<file path="src/rtl/exers_pkg.sv">
// exers_pkg: shared constants, entry type and wakeup helper for the ALU reservation station
package exers_pkg;
  localparam int RS_DEPTH = 8;
  localparam int ROBID_W = 7;
  localparam int OP_W = 5;
  localparam int RD_W = 6;
  localparam int DATA_W = 32;
  localparam int IDX_W = $clog2(RS_DEPTH);
  typedef struct packed {
    logic valid;
    logic [OP_W-1:0] op;
    logic [ROBID_W-1:0] robid;
    logic [RD_W-1:0] rd;
    logic op1rdy;
    logic [DATA_W-1:0] op1;
    logic op2rdy;
    logic [DATA_W-1:0] op2;
    logic [DATA_W-1:0] imm;
  } rs_entry_t;
  // A waiting operand keeps its producer tag in the low bits of the value field.
  function automatic logic tag_hit(input logic rdy, input logic [DATA_W-1:0] opv,
                                   input logic wbv, input logic [ROBID_W-1:0] tag);
    return wbv && !rdy && opv[ROBID_W-1:0] == tag;
  endfunction
endpackage

</file>
<file path="src/rtl/exers_pick.sv">
// exers_pick: lowest-index set-bit finder
//   req_i   request vector
//   found_o any bit set
//   idx_o   index of the lowest set bit (0 when none)
module exers_pick
  import exers_pkg::*;
#(
  parameter int N = RS_DEPTH
) (
  input  logic [N-1:0]         req_i,
  output logic                 found_o,
  output logic [$clog2(N)-1:0] idx_o
);
  always_comb begin
    found_o = |req_i;
    idx_o = '0;
    for (int i = N - 1; i >= 0; i--) if (req_i[i]) idx_o = i[$clog2(N)-1:0];
  end
endmodule

</file>
<file path="src/rtl/exers.sv">
// exers: 8-entry ALU reservation station with wakeup, same-cycle bypass and in-order-by-index issue
//   clk, rst (async, active-low)
//   rename_*     dispatch request and instruction fields; exers_stall back-pressures rename
//   wb_*         result broadcast used to wake waiting operands
//   exers_alu_*  registered issue slot; alu_stall holds it
//   rob_flush    drops all entries and the issue slot
module exers
  import exers_pkg::*;
(
  input  logic               clk,
  input  logic               rst,
  input  logic               rename_exers_write,
  input  logic [OP_W-1:0]    rename_op,
  input  logic [ROBID_W-1:0] rename_robid,
  input  logic [RD_W-1:0]    rename_rd,
  input  logic               rename_op1ready,
  input  logic               rename_op2ready,
  input  logic [DATA_W-1:0]  rename_op1,
  input  logic [DATA_W-1:0]  rename_op2,
  input  logic [DATA_W-1:0]  rename_imm,
  output logic               exers_stall,
  input  logic               wb_valid,
  input  logic [ROBID_W-1:0] wb_tag,
  input  logic [DATA_W-1:0]  wb_value,
  output logic               exers_alu_valid,
  output logic [OP_W-1:0]    exers_alu_op,
  output logic [ROBID_W-1:0] exers_alu_robid,
  output logic [RD_W-1:0]    exers_alu_rd,
  output logic [DATA_W-1:0]  exers_alu_op1,
  output logic [DATA_W-1:0]  exers_alu_op2,
  output logic [DATA_W-1:0]  exers_alu_imm,
  input  logic               alu_stall,
  input  logic               rob_flush
);
  rs_entry_t [RS_DEPTH-1:0] ent_q, ent_d;
  rs_entry_t new_ent;
  logic iss_vld_q, iss_vld_d;
  logic [OP_W-1:0] iss_op_q, iss_op_d;
  logic [ROBID_W-1:0] iss_rob_q, iss_rob_d;
  logic [RD_W-1:0] iss_rd_q, iss_rd_d;
  logic [DATA_W-1:0] iss_op1_q, iss_op1_d, iss_op2_q, iss_op2_d, iss_imm_q, iss_imm_d;
  logic [RS_DEPTH-1:0] vld, elig;
  logic free_found, elig_found, sel_en, accept, issue, byp1, byp2;
  logic [IDX_W-1:0] free_idx, sel_idx;
  always_comb
    for (int i = 0; i < RS_DEPTH; i++) begin
      vld[i] = ent_q[i].valid;
      elig[i] = ent_q[i].valid && ent_q[i].op1rdy && ent_q[i].op2rdy;
    end
  exers_pick #(.N(RS_DEPTH)) u_free (.req_i(~vld), .found_o(free_found), .idx_o(free_idx));
  exers_pick #(.N(RS_DEPTH)) u_sel (.req_i(elig), .found_o(elig_found), .idx_o(sel_idx));
  // Full is judged on registered occupancy only, so a slot freed by this edge's issue is not reusable yet.
  assign exers_stall = &vld;
  assign accept = rename_exers_write && free_found;
  assign sel_en = !iss_vld_q || !alu_stall;
  assign issue = sel_en && elig_found;
  assign byp1 = tag_hit(rename_op1ready, rename_op1, wb_valid, wb_tag);
  assign byp2 = tag_hit(rename_op2ready, rename_op2, wb_valid, wb_tag);
  always_comb begin
    new_ent = '{valid: 1'b1, op: rename_op, robid: rename_robid, rd: rename_rd,
                op1rdy: rename_op1ready || byp1, op1: byp1 ? wb_value : rename_op1,
                op2rdy: rename_op2ready || byp2, op2: byp2 ? wb_value : rename_op2,
                imm: rename_imm};
    ent_d = ent_q;
    for (int i = 0; i < RS_DEPTH; i++) begin
      if (ent_q[i].valid && tag_hit(ent_q[i].op1rdy, ent_q[i].op1, wb_valid, wb_tag)) begin
        ent_d[i].op1rdy = 1'b1;
        ent_d[i].op1 = wb_value;
      end
      if (ent_q[i].valid && tag_hit(ent_q[i].op2rdy, ent_q[i].op2, wb_valid, wb_tag)) begin
        ent_d[i].op2rdy = 1'b1;
        ent_d[i].op2 = wb_value;
      end
      if (issue && sel_idx == i[IDX_W-1:0]) ent_d[i].valid = 1'b0;
      if (accept && free_idx == i[IDX_W-1:0]) ent_d[i] = new_ent;
    end
  end
  always_comb begin
    iss_vld_d = sel_en ? elig_found : iss_vld_q;
    iss_op_d = sel_en ? ent_q[sel_idx].op : iss_op_q;
    iss_rob_d = sel_en ? ent_q[sel_idx].robid : iss_rob_q;
    iss_rd_d = sel_en ? ent_q[sel_idx].rd : iss_rd_q;
    iss_op1_d = sel_en ? ent_q[sel_idx].op1 : iss_op1_q;
    iss_op2_d = sel_en ? ent_q[sel_idx].op2 : iss_op2_q;
    iss_imm_d = sel_en ? ent_q[sel_idx].imm : iss_imm_q;
  end
  always_ff @(posedge clk or negedge rst)
    if (!rst) begin
      ent_q <= '0;
      iss_vld_q <= 1'b0;
    end else if (rob_flush) begin
      for (int i = 0; i < RS_DEPTH; i++) ent_q[i].valid <= 1'b0;
      iss_vld_q <= 1'b0;
    end else begin
      ent_q <= ent_d;
      iss_vld_q <= iss_vld_d;
    end
  // Issue payload needs no reset; only its valid bit is architecturally visible.
  always_ff @(posedge clk) begin
    iss_op_q <= iss_op_d;
    iss_rob_q <= iss_rob_d;
    iss_rd_q <= iss_rd_d;
    iss_op1_q <= iss_op1_d;
    iss_op2_q <= iss_op2_d;
    iss_imm_q <= iss_imm_d;
  end
  assign exers_alu_valid = iss_vld_q;
  assign exers_alu_op = iss_op_q;
  assign exers_alu_robid = iss_rob_q;
  assign exers_alu_rd = iss_rd_q;
  assign exers_alu_op1 = iss_op1_q;
  assign exers_alu_op2 = iss_op2_q;
  assign exers_alu_imm = iss_imm_q;
endmodule

</file>
<file path="config.mk">
export PLATFORM = sky130hd
export DESIGN_NAME = exers
export DESIGN_NICKNAME = d
export VERILOG_FILES = /design/src/rtl/exers_pkg.sv /design/src/rtl/exers_pick.sv /design/src/rtl/exers.sv
export SDC_FILE = /design/constraint.sdc
export NUM_CORES = 2
export LEC_CHECK = 0
export CORE_ASPECT_RATIO = 1.5
export CORE_MARGIN = 3
export CORE_UTILIZATION = 55
export DETAILED_ROUTE_END_ITERATION = 8
export HOLD_SLACK_MARGIN = 0.03
export PLACE_DENSITY_LB_ADDON = 0.08
export SETUP_SLACK_MARGIN = 0.2
export SYNTH_ARGS = -nofsm -noshare
export SYNTH_HDL_FRONTEND = slang
export SYNTH_SLANG_ARGS = --single-unit
</file>
<file path="constraint.sdc">
create_clock -name clk -period 3.5 [get_ports clk]
set_clock_uncertainty 0.2 [all_clocks]
set_input_delay 0.35 -clock clk [delete_from_list [all_inputs] [get_ports clk]]
set_output_delay 0.35 -clock clk [all_outputs]
set_load 0.02 [all_outputs]
</file>
==> out/summary.txt <==
Count of cell types in the netlist: 51
Port bufs: 276
GR Util All Layers: 0.316
Initial DRC count: 2865
Critical path class: reg2out
Flops & latches, synth: 1051
Status: finished clean
Crit Path Max Fanout: 6
Clk sinks: 1051
GP Congestion: 0.919
Mean Syn Cell Area: 11.0 um^2
Die X: 256 um
RSZ-0062 raised after global routing: no
Peak Freq: 313 MHz
Setup bufs post-CTS: 0
Avg WL per Cell: 25.1 um
CP endpoint kind: primary output
Register area share after synthesis: 0.520
Syn Inst Count: 4682
Max H-tree Level: 3
Drt total wl: 155000 um
Number of cells on the critical path: 4
Core ar.: 93100 um^2
Share of cells above drive strength 1: 0.206
Worst Max-Slew Pin Slew: 1110 ps
DP Worst Slack: 224 ps
Post-route ant nets: 0
CP Cell Sequence: buf_4 > nand4_1 > nor2_2 > clkdlybuf4s50_1
Vias in the first global route: 38600
Die area: 97700 um^2
Post-layout min period: 3200 ps
Commonest non-fill, non-tap cell in the layout: dfrtp_1
Post-synth EDFFs: 114
Maxcap violations: 0
Slew headroom: 0.258
Clock Latency Late Sink: 700 ps
Rows: 137
Post-Syn Nets: 4843
CP Launch Type: flip-flop
DRC violation count after routing: 0
Crit-path leading delay family: buffers and inverters
Post-synth top flop: dfrtp_1
CTS buffer count: 102
Clock Tree Buf Depth: 3
Setup TNS: 0 ps
Hold Crit Class: in2async
Ys async rst share: 0.892
Most frequent cells in the layout: dfrtp_1 (937), nand2_1 (748), mux2i_1 (612), mux2_2 (578), o21ai_0 (387)
Nets: 5000
Vias per cell: 6.10
CP required: 2950 ps
PwrDens: 514 nW/um^2
DP HPWL: 95800 um
Finish-stage setup viols: 0
Worst setup margin: 303 ps
Period utilization: 0.913
Gr ovfl total: 0
CP peak stage delay: 680 ps
Area Overhead vs Synth: 17.5%
I/O pin count: 277
Via count: 37700
CTS clk-pin slew, worst paths: 70 ps
Worst EP arrival: 2650 ps
DIE HEIGHT: 381 um
Max-slew violation count: 0
Pin count of the biggest net entering global routing: 105
Worst r2r path cells: 9
P_leak: 28.1 nW
TritonCTS clock tree: built
Synth warn: 0
Root buffer cell: clkbuf_16
Final Hold Vio Count: 0
Antenna violations before repair: 13
Peak VDD IR: 0.000404 V
Buf/Inv on CP: 2
Crit path max-delay cell type: clkdlybuf4s50_1
Pre-antenna DRT Iters: 5
First-pass GRT wire length: 238000 um
Initial Util: 0.555
Mapped Area: 51600 um^2
==> worst paths after layout <==
| check | startpoint | slack (ps) | endpoint |
|---|---|---|---|
| max reg2reg | ent_q[935]$_DFFE_PN0P_ | 370 | exers_alu_op1[4]$_DFFE_PP_ |
| min | rst | 80 | ent_q[375]$_DFFE_PN0P_ |
| min in group clk | rename_op[3] | 170 | ent_q[699]$_DFFE_PN0P_ |
| max | ent_q[584]$_DFFE_PN0P_ | 300 | exers_stall |
| max in group asynchronous | rst | 2010 | ent_q[758]$_DFFE_PN0P_ |
| min reg2reg | ent_q[607]$_DFFE_PN0P_ | 270 | ent_q[607]$_DFFE_PN0P_ |
==> synthesized netlist by cell type, types with 2 or more instances <==
cell type / number / area, um^2
xnor2_1: 38 / 333
o21bai_1: 3 / 22.5
a22oi_1: 11 / 82.6
o22a_1: 2 / 17.5
o22ai_2: 2 / 25.0
edfxtp_1: 114 / 3420
nor4_1: 15 / 93.8
buf_1: 14 / 52.6
or2_2: 3 / 18.8
a221oi_1: 114 / 998
a31o_2: 2 / 17.5
inv_1: 15 / 56.3
clkbuf_1: 271 / 1020
nor2b_1: 4 / 25.0
o21ba_2: 2 / 20.0
buf_2: 129 / 646
nor2_1: 161 / 604
o21ai_0: 387 / 1940
a21oi_1: 126 / 631
o22ai_1: 114 / 713
mux2i_1: 612 / 6130
xor2_1: 88 / 771
nand2_1: 755 / 2830
o21a_1: 2 / 15.0
and2_1: 4 / 25.0
and3_1: 7 / 43.8
nand4b_1: 2 / 17.5
buf_4: 23 / 173
nor3_1: 20 / 100
nand2b_1: 6 / 37.5
nand3_1: 11 / 55.1
nor3_2: 2 / 20.0
dfrtp_1: 937 / 23400
a31oi_1: 81 / 507
mux2_2: 578 / 6510
nand4_1: 12 / 75.1
==> flip-flops by register name, summed over array words and instances, names as in the netlist <==
name and cells:
ent_q 936, exers_alu_op 5, exers_alu_rd 6, exers_alu_valid 1, exers_alu_op1 32, exers_alu_imm 32, exers_alu_robid 7, exers_alu_op2 32
==> routing by layer <==
metal  vias to the layer above  wire length, um  global-route usage  part of all wire
met5                         -               57                   0           0.00037
met4                         8             7380               0.151             0.048
met2                      1281            76100               0.532              0.49
met1                     19200            63200               0.407              0.41
li1                      16900                -                   -                 -
met3                       385             8600              0.0394             0.055
==> power breakdown <==
group / internal [W] / leakage (nW) / switching, W / total, W
logic: 0.00230 / 12.5 / 0.00251 / 0.00482
registers: 0.0137 / 13.8 / 0.000662 / 0.0144
clock network: 0.00704 / 1.78 / 0.00496 / 0.0120
==> metrics by stage <==
step / hold slack, ps / utilization / total power [W] / cells / area, um^2
floorplan: -146 / - / 0.0171 / 4682 / 51600
global placement: 201 / 0.612 / 0.0193 / 5985 / 57000
detailed placement: 199 / 0.612 / 0.0194 / 5985 / 57000
CTS: 48.3 / 0.651 / 0.0314 / 6180 / 60600
global route: 101 / 0.652 / 0.0324 / 6186 / 60600
finish: 83.8 / 0.652 / 0.0312 / 6188 / 60600
==> timing repair <==
item / in CTS / in global routing
resized for setup: 0 / 1
endpoints found under the hold margin: 323 / 0
hold buffers: 1 / 0
setup endpoints to repair: 0 / 1
==> cell type report <==
type / count / area [um^2]
multi-input combinational: 3179 / 23200
inverter: 15 / 60.1
clock inverter: 51 / 741
sequential: 1051 / 26900
tap: 1251 / 1570
clock buffer: 143 / 2920
timing repair buffer: 490 / 5300
antenna: 8 / 20.0
fill: 7314 / 32400
==> logic make-up (layout without fill, tap and decap cells) <==
logic type / count (synthesis) / count (layout) / share of synthesized area
and+or+nand+nor: 1007 / 1007 / 0.0776
xor gates and xnor gates: 126 / 126 / 0.0214
DFF: 1051 / 1051 / 0.520
other: 0 / 8 / 0
AOI/OAI and AO/OA: 856 / 856 / 0.0983
muxes: 1190 / 1190 / 0.245
buffers and inverters: 452 / 699 / 0.0377
==> worst register-to-register path, stage by stage (launching register included) <==
cell and delay [ps]:
dfrtp_1 480, and3_1 250, o211ai_1 150, a211oi_4 360
buf_12 230, buf_12 300, mux2_2 250, o22ai_1 60
a221oi_1 500, buf_4 220
No activity file was read; power rests on OpenSTA's default activity.
